`config.mk`:
```
export PLATFORM = sky130hd
export DESIGN_NAME = ttl_bus_receiver
export DESIGN_NICKNAME = d
export VERILOG_FILES = /design/src/rtl/ttl_bus_pkg.sv /design/src/rtl/ttl_bus_rx_fifo.sv /design/src/rtl/ttl_bus_receiver.sv
export SDC_FILE = /design/constraint.sdc
export NUM_CORES = 1
export LEC_CHECK = 0
export ABC_AREA = 1
export CAP_MARGIN = 20
export CORE_MARGIN = 2
export CORE_UTILIZATION = 50
export CTS_CLUSTER_DIAMETER = 120
export CTS_CLUSTER_SIZE = 40
export DETAILED_ROUTE_END_ITERATION = 16
export HOLD_SLACK_MARGIN = 0.1
export PLACE_DENSITY = 0.77
export SYNTH_ARGS = -nofsm -noshare
export SYNTH_HDL_FRONTEND = slang
export SYNTH_SLANG_ARGS = --single-unit
```
`constraint.sdc`:
```
create_clock -name Clk -period 2.2 [get_ports Clk]
set_clock_uncertainty 0.1 [all_clocks]
set_input_delay 0.44 -clock Clk [delete_from_list [all_inputs] [get_ports Clk]]
set_output_delay 0.44 -clock Clk [all_outputs]
set_load 0.05 [all_outputs]
```
`src/rtl/ttl_bus_pkg.sv`:
```
// Shared constants and helpers for the TTL bus receiver slice.
// Optional feature macro used by the receiver: BUS_FLOAT_CHECK_EN.
package ttl_bus_pkg;

  localparam int BUS_WIDTH_DEFAULT  = 8;
  localparam int FIFO_DEPTH_DEFAULT = 2;

  // Per-cycle decisions taken by the receiver at each Clk rise.
  typedef struct packed {
    logic push;
    logic pop;
    logic drop;
  } load_ctrl_t;

  // Ceiling log2, never below 1 so that pointer vectors stay legal.
  function automatic int clog2(input int value);
    int result;
    result = 0;
    for (int v = value - 1; v > 0; v = v >> 1) begin
      result++;
    end
    return (result < 1) ? 1 : result;
  endfunction

endpackage

```
`src/rtl/ttl_bus_rx_fifo.sv`:
```
// Receive FIFO: storage, wrapping pointers, occupancy count, Full, and the
// registered head-of-queue output stage (no write-to-read bypass).
module ttl_bus_rx_fifo
  import ttl_bus_pkg::*;
#(
  parameter int WIDTH = BUS_WIDTH_DEFAULT,
  parameter int DEPTH = FIFO_DEPTH_DEFAULT
) (
  input  logic             clk,
  input  logic             rst_n,
  input  logic             push,
  input  logic             pop,
  input  logic [WIDTH-1:0] din,
  output logic [WIDTH-1:0] dout,
  output logic             dout_valid,
  output logic             full
);

  localparam int AW = clog2(DEPTH);
  localparam int CW = clog2(DEPTH + 1);

  logic [WIDTH-1:0] mem [DEPTH];

  logic [AW-1:0]    wr_q, wr_d;
  logic [AW-1:0]    rd_q, rd_d;
  logic [CW-1:0]    count_q, count_d;
  logic [CW-1:0]    held;
  logic [WIDTH-1:0] dout_q, dout_d;
  logic             dout_valid_q, dout_valid_d;

  always_comb begin
    wr_d    = wr_q;
    rd_d    = rd_q;
    count_d = count_q;
    if (push) wr_d = wr_q + AW'(1);
    if (pop)  rd_d = rd_q + AW'(1);
    case ({push, pop})
      2'b10:   count_d = count_q + CW'(1);
      2'b01:   count_d = count_q - CW'(1);
      default: count_d = count_q;
    endcase
    // Entries already in storage after this edge's pop; this edge's write is not visible yet.
    held         = pop ? (count_q - CW'(1)) : count_q;
    dout_valid_d = (held != '0);
    dout_d       = dout_valid_d ? mem[rd_d] : dout_q;
  end

  always_ff @(posedge clk) begin
    if (push) mem[wr_q] <= din;
  end

  always_ff @(posedge clk or negedge rst_n) begin
    if (!rst_n) begin
      wr_q         <= '0;
      rd_q         <= '0;
      count_q      <= '0;
      dout_q       <= '0;
      dout_valid_q <= 1'b0;
    end else begin
      wr_q         <= wr_d;
      rd_q         <= rd_d;
      count_q      <= count_d;
      dout_q       <= dout_d;
      dout_valid_q <= dout_valid_d;
    end
  end

  assign dout       = dout_q;
  assign dout_valid = dout_valid_q;
  assign full       = (count_q == CW'(DEPTH));

endmodule

```
`src/rtl/ttl_bus_receiver.sv`:
```
// Receiving end of the shared tri-state bus: load strobe, FIFO handshake, Ovr/Float flags.
// Define BUS_FLOAT_CHECK_EN to flag and zero Z/X bits sampled from the bus.
module ttl_bus_receiver
  import ttl_bus_pkg::*;
#(
  parameter int WIDTH      = BUS_WIDTH_DEFAULT,
  parameter int DEPTH      = FIFO_DEPTH_DEFAULT,
  parameter int DELAY_RISE = 0,
  parameter int DELAY_FALL = 0
) (
  input  logic             Clk,
  input  logic             Clear_bar,
  input  logic [WIDTH-1:0] D,
  input  logic             LD_bar,
  output logic [WIDTH-1:0] Q,
  output logic             Q_valid,
  input  logic             Q_ready,
  output logic             Full,
  output logic             Ovr,
  input  logic             Ovr_clr,
  output logic             Float
);

  load_ctrl_t       ctrl;
  logic [WIDTH-1:0] d_store;
  logic [WIDTH-1:0] q_int;
  logic             q_valid_int;
  logic             full_int;
  logic             ovr_q, ovr_d;
  logic             float_q;

  always_comb begin
    ctrl      = '0;
    ctrl.pop  = q_valid_int && Q_ready;
    ctrl.push = !LD_bar && (!full_int || ctrl.pop);
    ctrl.drop = !LD_bar && full_int && !ctrl.pop;
  end

  // A coincident overrun beats the clear request.
  always_comb begin
    ovr_d = ovr_q;
    if (ctrl.drop)    ovr_d = 1'b1;
    else if (Ovr_clr) ovr_d = 1'b0;
  end

  always_ff @(posedge Clk or negedge Clear_bar) begin
    if (!Clear_bar) ovr_q <= 1'b0;
    else            ovr_q <= ovr_d;
  end

`ifdef BUS_FLOAT_CHECK_EN
  logic float_d;
  logic bus_has_float;

  for (genvar gi = 0; gi < WIDTH; gi++) begin : g_sanitize
    assign d_store[gi] = (D[gi] === 1'b1);
  end

  assign bus_has_float = $isunknown(D);

  always_comb begin
    float_d = float_q | (ctrl.push & bus_has_float);
  end

  always_ff @(posedge Clk or negedge Clear_bar) begin
    if (!Clear_bar) float_q <= 1'b0;
    else            float_q <= float_d;
  end

  always_ff @(posedge Clk) begin
    if (Clear_bar && ctrl.push && bus_has_float)
      $display("%0t ttl_bus_receiver: floating bus sampled, D=%b", $time, D);
  end
`else
  assign d_store = D;
  assign float_q = 1'b0;
`endif

  ttl_bus_rx_fifo #(
    .WIDTH (WIDTH),
    .DEPTH (DEPTH)
  ) u_fifo (
    .clk        (Clk),
    .rst_n      (Clear_bar),
    .push       (ctrl.push),
    .pop        (ctrl.pop),
    .din        (d_store),
    .dout       (q_int),
    .dout_valid (q_valid_int),
    .full       (full_int)
  );

  // Board-level propagation delays only exist in simulation models with non-zero settings.
  if ((DELAY_RISE == 0) && (DELAY_FALL == 0)) begin : g_out_direct
    assign Q       = q_int;
    assign Q_valid = q_valid_int;
    assign Full    = full_int;
    assign Ovr     = ovr_q;
    assign Float   = float_q;
  end else begin : g_out_delayed
    assign #(DELAY_RISE, DELAY_FALL) Q       = q_int;
    assign #(DELAY_RISE, DELAY_FALL) Q_valid = q_valid_int;
    assign #(DELAY_RISE, DELAY_FALL) Full    = full_int;
    assign #(DELAY_RISE, DELAY_FALL) Ovr     = ovr_q;
    assign #(DELAY_RISE, DELAY_FALL) Float   = float_q;
  end

endmodule

```
==> impl_metrics.toml, run 1 <==
[outcome]
outcome = "completed"

[yosys]
syn_avg_cell_area_um2 = 10.7
synth_area_leaders = "edfxtp_1 (36%), dfrtp_1 (26%), nand3_1 (13%)"
ys_warn_count = 0
synth_area_um2 = 1340
yosysTopAreaCellShare_pct = 35.8
seq_area_frac_synth_pct = 61.8
synthCells = 126
synthesis.nets = 140
netlist-cell-type-count = 18
yosys.area.top_type = "edfxtp_1"
ys_ff_latch = 30

[layout]
fillers = 217
design_area_um2 = 1660
layout-drive-gt1-share_pct = 14.0
area_growth_syn_to_layout_pct = 23.3
antenna_cells = 0
fin_util_pct = 65.7
nNetsFinal = 170

[placement]
io_buffer_count = 23
place.gp.congestion = 0.802
post-dp-hpwl_um = 1820
placed_area_um2 = 1610

[timing]
max_freq_mhz = 493
period_share_pct = 92.3
worst_slew_pin_slew_ps = 632
layout_min_cycle_time_ps = 2030
rsz0062_at_grt = "false"
max-slew-margin-rel_pct = 57.8
final-setup-viol-count = 0
finalHoldViolations = 0
setup_tns_ps = 0
finalMaxSlewViolations = 0

[clocking]
cts_tree = "built"
ctsHtreeMaxLevel = 2
clockBufferDepth = 2
cts.sinks = 30
clk_latency_ps = 320
root_buffer = "clkbuf_4"
cts-resized-gates = 0
path_clk_slew_ps = 90
ctsHoldBuffers = 0
postCtsSetupBuffers = 0
cts_buffers = 5

[route]
drtIter0Drc = 25
ant_nets = 0
wl_per_cell_um = 12.5
drc = 0
via_count = 950
vias_per_cell = 5.08
drt-total-wl_um = 2340
first_pass_iters = 4

[setup_path]
crit_path_max_fanout = 2
startpoint_type = "flop"
crit_type = "reg2out"
cp_slowest_cell = "clkdlybuf4s50_1"
worstPathArrival_ps = 1490
critPathCaptureType = "primary output"
path_cells = "clkdlybuf4s50_1"
cpPeakStageDelay_ps = 810
crit_family = "buffers and inverters"
required_ps = 1660
worst-path-buf-inv = 1

[power_and_ir_drop]
cellInternalPower_w = 0.00136
seq_power_share_pct = 36.1
pwr-share-clk_pct = 11.6
p_switching_w = 0.00119
switching_share_pct = 46.7
vdd_ir_drop_max_mv = 0.950
combPwrFrac_pct = 52.3
power_density_nw_per_um2 = 1540
power.leakage_nw = 0.773

[floorplan]
dieHeight_um = 55.8
initial_core_util_pct = 53.3
die_area_um2 = 3120
core_um2 = 2520
std_cell_rows = 18
ioPinCount = 25
die_x_um = 55.8

[min_path]
min_path_type = "in2async"

[flow_run]
drv_cap = 0

[global_route]
overflow = 0
grt_pass1_wl_um = 3970
track_usage_pct = 17.2
grt_max_degree = 15
grt_pass1_vias = 858
antenna_found_initial = 0
==> cell families (layout without fill, tap and decap cells) <==
family,count (synthesis),after routing,synth area share (%)
other cells,1,1,0.279
buf+inv,27,58,8.19
flops,30,30,61.8
compound gates,4,4,1.68
fa+ha+maj,1,1,0.931
xor+xnor,1,1,0.652
simple gates,62,62,26.4
==> routing by layer <==
metal	vias up	routed length, µm	global-route usage (%)
li1	479	-	-
met1	439	1080	22.7
met2	26	1090	24.7
met3	6	113	4.88
met4	0	60	11.2
met5	-	0	0
==> placed cells by master, fill, tap and decap left out <==
| master | netlist | layout |
|---|---|---|
| buf_4 | 1 | 3 |
| clkbuf_1 | 0 | 1 |
| clkbuf_4 | 0 | 5 |
| clkdlybuf4s50_1 | 0 | 21 |
| clkinv_1 | 0 | 1 |
| clkinv_2 | 0 | 1 |
| clkinv_4 | 1 | 1 |
| conb_1 | 1 | 1 |
| dfrtp_1 | 14 | 14 |
| edfxtp_1 | 16 | 16 |
| ha_1 | 1 | 1 |
| inv_1 | 24 | 24 |
| inv_2 | 1 | 1 |
| nand2_1 | 16 | 16 |
| nand2_2 | 3 | 3 |
| nand2_4 | 2 | 2 |
| nand2_8 | 2 | 2 |
| nand3_1 | 34 | 34 |
| nand3_2 | 4 | 4 |
| nor2_1 | 1 | 1 |
| o211ai_1 | 1 | 1 |
| o21ai_0 | 3 | 3 |
| xor2_1 | 1 | 1 |
==> cell usage after synthesis (all sizes together) <==
master	n
buf	1
inv	25
conb	1
nand3	38
o21ai	3
o211ai	1
xor2	1
nor2	1
clkinv	1
nand2	23
dfrtp	14
edfxtp	16
ha	1
==> final timing paths <==
kind	cells after the start	from	endpoint	slack, ps
setup / recovery	1	u_fifo.dout[0]$_DFFE_PN0P_	Q[0]	170
hold / removal	1	Clear_bar	Ovr$_DFFE_PN0P_	400
setup reg to reg	6	u_fifo.count_q[0]$_DFFE_PN0P_	u_fifo.mem[1][0]$_DFFE_PP_	570
hold reg to reg	2	u_fifo.dout[6]$_DFFE_PN0P_	u_fifo.dout[6]$_DFFE_PN0P_	420
max in group asynchronous	1	Clear_bar	u_fifo.wr_q$_DFFE_PN0P_	1190
min in group Clk	2	u_fifo.dout[6]$_DFFE_PN0P_	u_fifo.dout[6]$_DFFE_PN0P_	420
==> flip-flops by register name (all words and copies together), names as in the netlist <==
signal	flops
u_fifo.mem	16
u_fifo.dout	8
u_fifo.count_q	2
Ovr	1
u_fifo.dout_valid	1
u_fifo.rd_q	1
u_fifo.wr_q	1
==> stage by stage <==
| stage | hold WS, ps | power (W) | std cells | setup slack [ps] |
|---|---|---|---|---|
| 2_1_floorplan | 44.4 | 0.00189 | 126 | 254 |
| 3_5_place_dp | 374 | 0.00226 | 179 | 157 |
| 3_3_place_gp | 373 | 0.00222 | 179 | 209 |
| 5_1_grt | 437 | 0.00273 | 187 | 104 |
| 4_1_cts | 415 | 0.00256 | 187 | 147 |
| 6_report | 404 | 0.00254 | 187 | 170 |
==> power groups by stage <==
stage	Sequential (W)	Clock (W)	Combinational, W
after floorplan	0.00123	0	0.000657
after global placement	0.000916	0	0.00130
after detailed placement	0.000930	0	0.00133
after CTS	0.000919	0.000309	0.00134
after global routing	0.000940	0.000334	0.00145
final	0.000917	0.000296	0.00133
==> layout make-up <==
type	instances	area, µm²	area share [%]
clock buffer	6	41.3	2.49
clock inverter	2	8.76	0.529
inverter	26	103	6.19
multi-input combinational	69	403	24.3
sequential	30	831	50.2
tap	30	37.5	2.27
timing repair buffer	24	233	14.0
No activity file was read; power rests on OpenSTA's default activity.
==> run 2, diff against run 1 <==
PLACE_DENSITY = 0.78   (was 0.77)
SYNTH_HIERARCHICAL = 1   (was default)
==> run 2 against run 1 <==
Against the previous run:
- combinational power shrank 11%
- hold slack lost 18 ps
- via count shrank 6.7%
- die area shrank 5.7%
- clock power grew 12%
- global-route usage grew 1.1 points
- final cell count shrank 2.7%
==> impl_metrics.toml, run 2 <==
[layout]
layout-drive-gt1-share_pct = 9.21
nNetsFinal = 166
register_area_um2 = 831
fillers = 202
largest_reg_flops = 16
area_growth_syn_to_layout_pct = 25.7
multiInputGateArea_um2 = 325
top_register = "u_fifo/mem"
fin_cells = 182
antenna_cells = 0
final_cell_mix = "nand2_1 (27), nand3_1 (25), inv_1 (24), clkdlybuf4s50_1 (22), edfxtp_1 (16)"
final_common_cell = "nand2_1"

[floorplan]
ioPinCount = 25
die_x_um = 54.2
dieHeight_um = 54.2
initial_core_util_pct = 51.9
core_um2 = 2430
die_area_um2 = 2940
std_cell_rows = 18

[yosys]
muxShareOfSynthArea_pct = 0
synth_edf_count = 16
seq_area_frac_synth_pct = 65.9
synth_commonest_cells = "nand2_1 (27), nand3_1 (25), inv_1 (24)"
yosysMostFrequentCell = "nand2_1"
synthAdderAreaFrac_pct = 1.98
synthArstFlopShare_pct = 46.7
synth_flop_cell = "edfxtp_1"
yosysTopAreaCellShare_pct = 38.1
ys_ff_latch = 30
synthXorXnorAreaFrac_pct = 2.08
syn_avg_cell_area_um2 = 10.4
synth_top_family_by_area = "simple AND/OR/NAND/NOR gates"
yosys.area.top_type = "edfxtp_1"
synthCells = 121
synth_compound_area_share_pct = 1.79
synthesis.nets = 136
synth_area_leaders = "edfxtp_1 (38%), dfrtp_1 (28%), nand3_1 (9.9%)"
synth_area_um2 = 1260
netlist-cell-type-count = 17
yosys.area_share.simple_pct = 19.6
ys_warn_count = 6

[timing]
worst_slew_pin_slew_ps = 616
final-setup-viol-count = 0
fin_ws_ps = 167
max_freq_mhz = 492
setup_tns_ps = 0
layout_min_cycle_time_ps = 2030
hold_slack_ps = 385
rsz0062_at_grt = "false"
max-slew-margin-rel_pct = 58.8
finalHoldViolations = 0
finalMaxSlewViolations = 0
period_share_pct = 92.4

[clocking]
cts_buffers = 5
root_buffer = "clkbuf_4"
ctsHoldBuffers = 0
ctsHtreeMaxLevel = 2
cts_tree = "built"
clk_latency_ps = 320
postCtsSetupBuffers = 0
path_clk_slew_ps = 90
cts.sinks = 30
cts-resized-gates = 0
clockBufferDepth = 2

[global_route]
grt_pass1_vias = 826
gr-max-usage-layer = "met2"
overflow = 0
track_usage_pct = 18.2
grt_use_met1_pct = 21.2
globalRouteMet3Util_pct = 7.38
grt_pass1_wl_um = 3560
antenna_found_initial = 0
met2_usage_pct = 28.3
grt_max_degree = 15

[setup_path]
crit_path_max_fanout = 2
critPathCaptureType = "primary output"
startpoint_type = "flop"
cp_slowest_cell = "clkdlybuf4s50_1"
crit_start = "u_fifo/dout_valid$_DFF_PN0_"
required_ps = 1660
crit_family = "buffers and inverters"
worst-path-buf-inv = 1
cpPeakStageDelay_ps = 800
worstPathArrival_ps = 1490
r2r-start = "u_fifo/count_q[0]$_DFFE_PN0P_"
path_cells = "clkdlybuf4s50_1"
crit_type = "reg2out"

[power_and_ir_drop]
cellInternalPower_w = 0.00135
pwr-share-clk_pct = 13.7
seq_power_share_pct = 37.3
combPwrFrac_pct = 49.0
power_density_nw_per_um2 = 1530
switching_share_pct = 44.3
power.leakage_nw = 0.764
vdd_ir_drop_max_mv = 0.817
p_switching_w = 0.00108
power.total_w = 0.00243

[placement]
place.gp.congestion = 0.869
dp.cells = 174
dp_slack_ps = 209
io_buffer_count = 23
post-dp-hpwl_um = 1550

[outcome]
outcome = "completed"

[route]
drc = 0
wl_per_cell_um = 11.7
drt-total-wl_um = 2130
ant_nets = 0
first_pass_iters = 4
via_count = 886
vias_per_cell = 4.87
drtIter0Drc = 19

[min_path]
min_path_type = "in2async"

[flow_run]
drv_cap = 0
==> run 2: cell types whose count changed after synthesis, sizes merged <==
cell    previous run  this run
nand2             23        29
xnor2              0         1
clkinv             1         0
xor2               1         2
o21ai              3         2
inv               25        26
nand3             38        25
o211ai             1         0
a21oi              0         1
ha                 1         2
==> run 2: worst paths after layout <==
kind	to	slack (ps)	cells past startpoint
setup / recovery	Q_valid	170	1
hold / removal	u_fifo/wr_q$_DFFE_PN0P_	390	1
setup reg to reg	u_fifo/count_q[1]$_DFFE_PN0P_	480	7
hold reg to reg	u_fifo/dout[3]$_DFFE_PN0P_	390	2
max in group asynchronous	u_fifo/dout[6]$_DFFE_PN0P_	1200	1
min in group Clk	u_fifo/dout[3]$_DFFE_PN0P_	390	2
==> run 2: cell type report <==
class / instances / share of cell area [%]
repair buffers: 24 / 14.8
well taps: 30 / 2.37
multi-input cells: 64 / 20.5
clock buffers: 8 / 3.71
flip-flops and latches: 30 / 52.4
inverters: 26 / 6.16
==> run 2: cell families after synthesis <==
| group | count (synthesis) |
|---|---|
| and+or+nand+nor | 55 |
| DFF | 30 |
| buffers and inverters | 27 |
| other | 1 |
| AOI/OAI and AO/OA | 3 |
| adders and majority gates | 2 |
| xor gates and xnor gates | 3 |
==> run 2: power groups by stage <==
stage | combinational (W) | clock (W) | sequential, W
after detailed placement | 0.00118 | 0 | 0.000920
after CTS | 0.00119 | 0.000344 | 0.000909
after global placement | 0.00115 | 0 | 0.000911
final | 0.00119 | 0.000332 | 0.000907
after global routing | 0.00130 | 0.000372 | 0.000929
after floorplan | 0.000528 | 0 | 0.00122
==> run 2: per-stage QoR <==
stage          util [%]  area, µm²
2_1_floorplan         -       1260
3_3_place_gp       62.8       1530
3_5_place_dp       62.8       1530
4_1_cts            65.2       1590
5_1_grt            65.2       1590
6_report           65.2       1590
==> run 2: layer usage <==
layer	vias to the layer above	share of wire, %
met3	6	5.7
met4	0	2.4
li1	443	-
met5	-	0
met2	26	47
met1	411	45
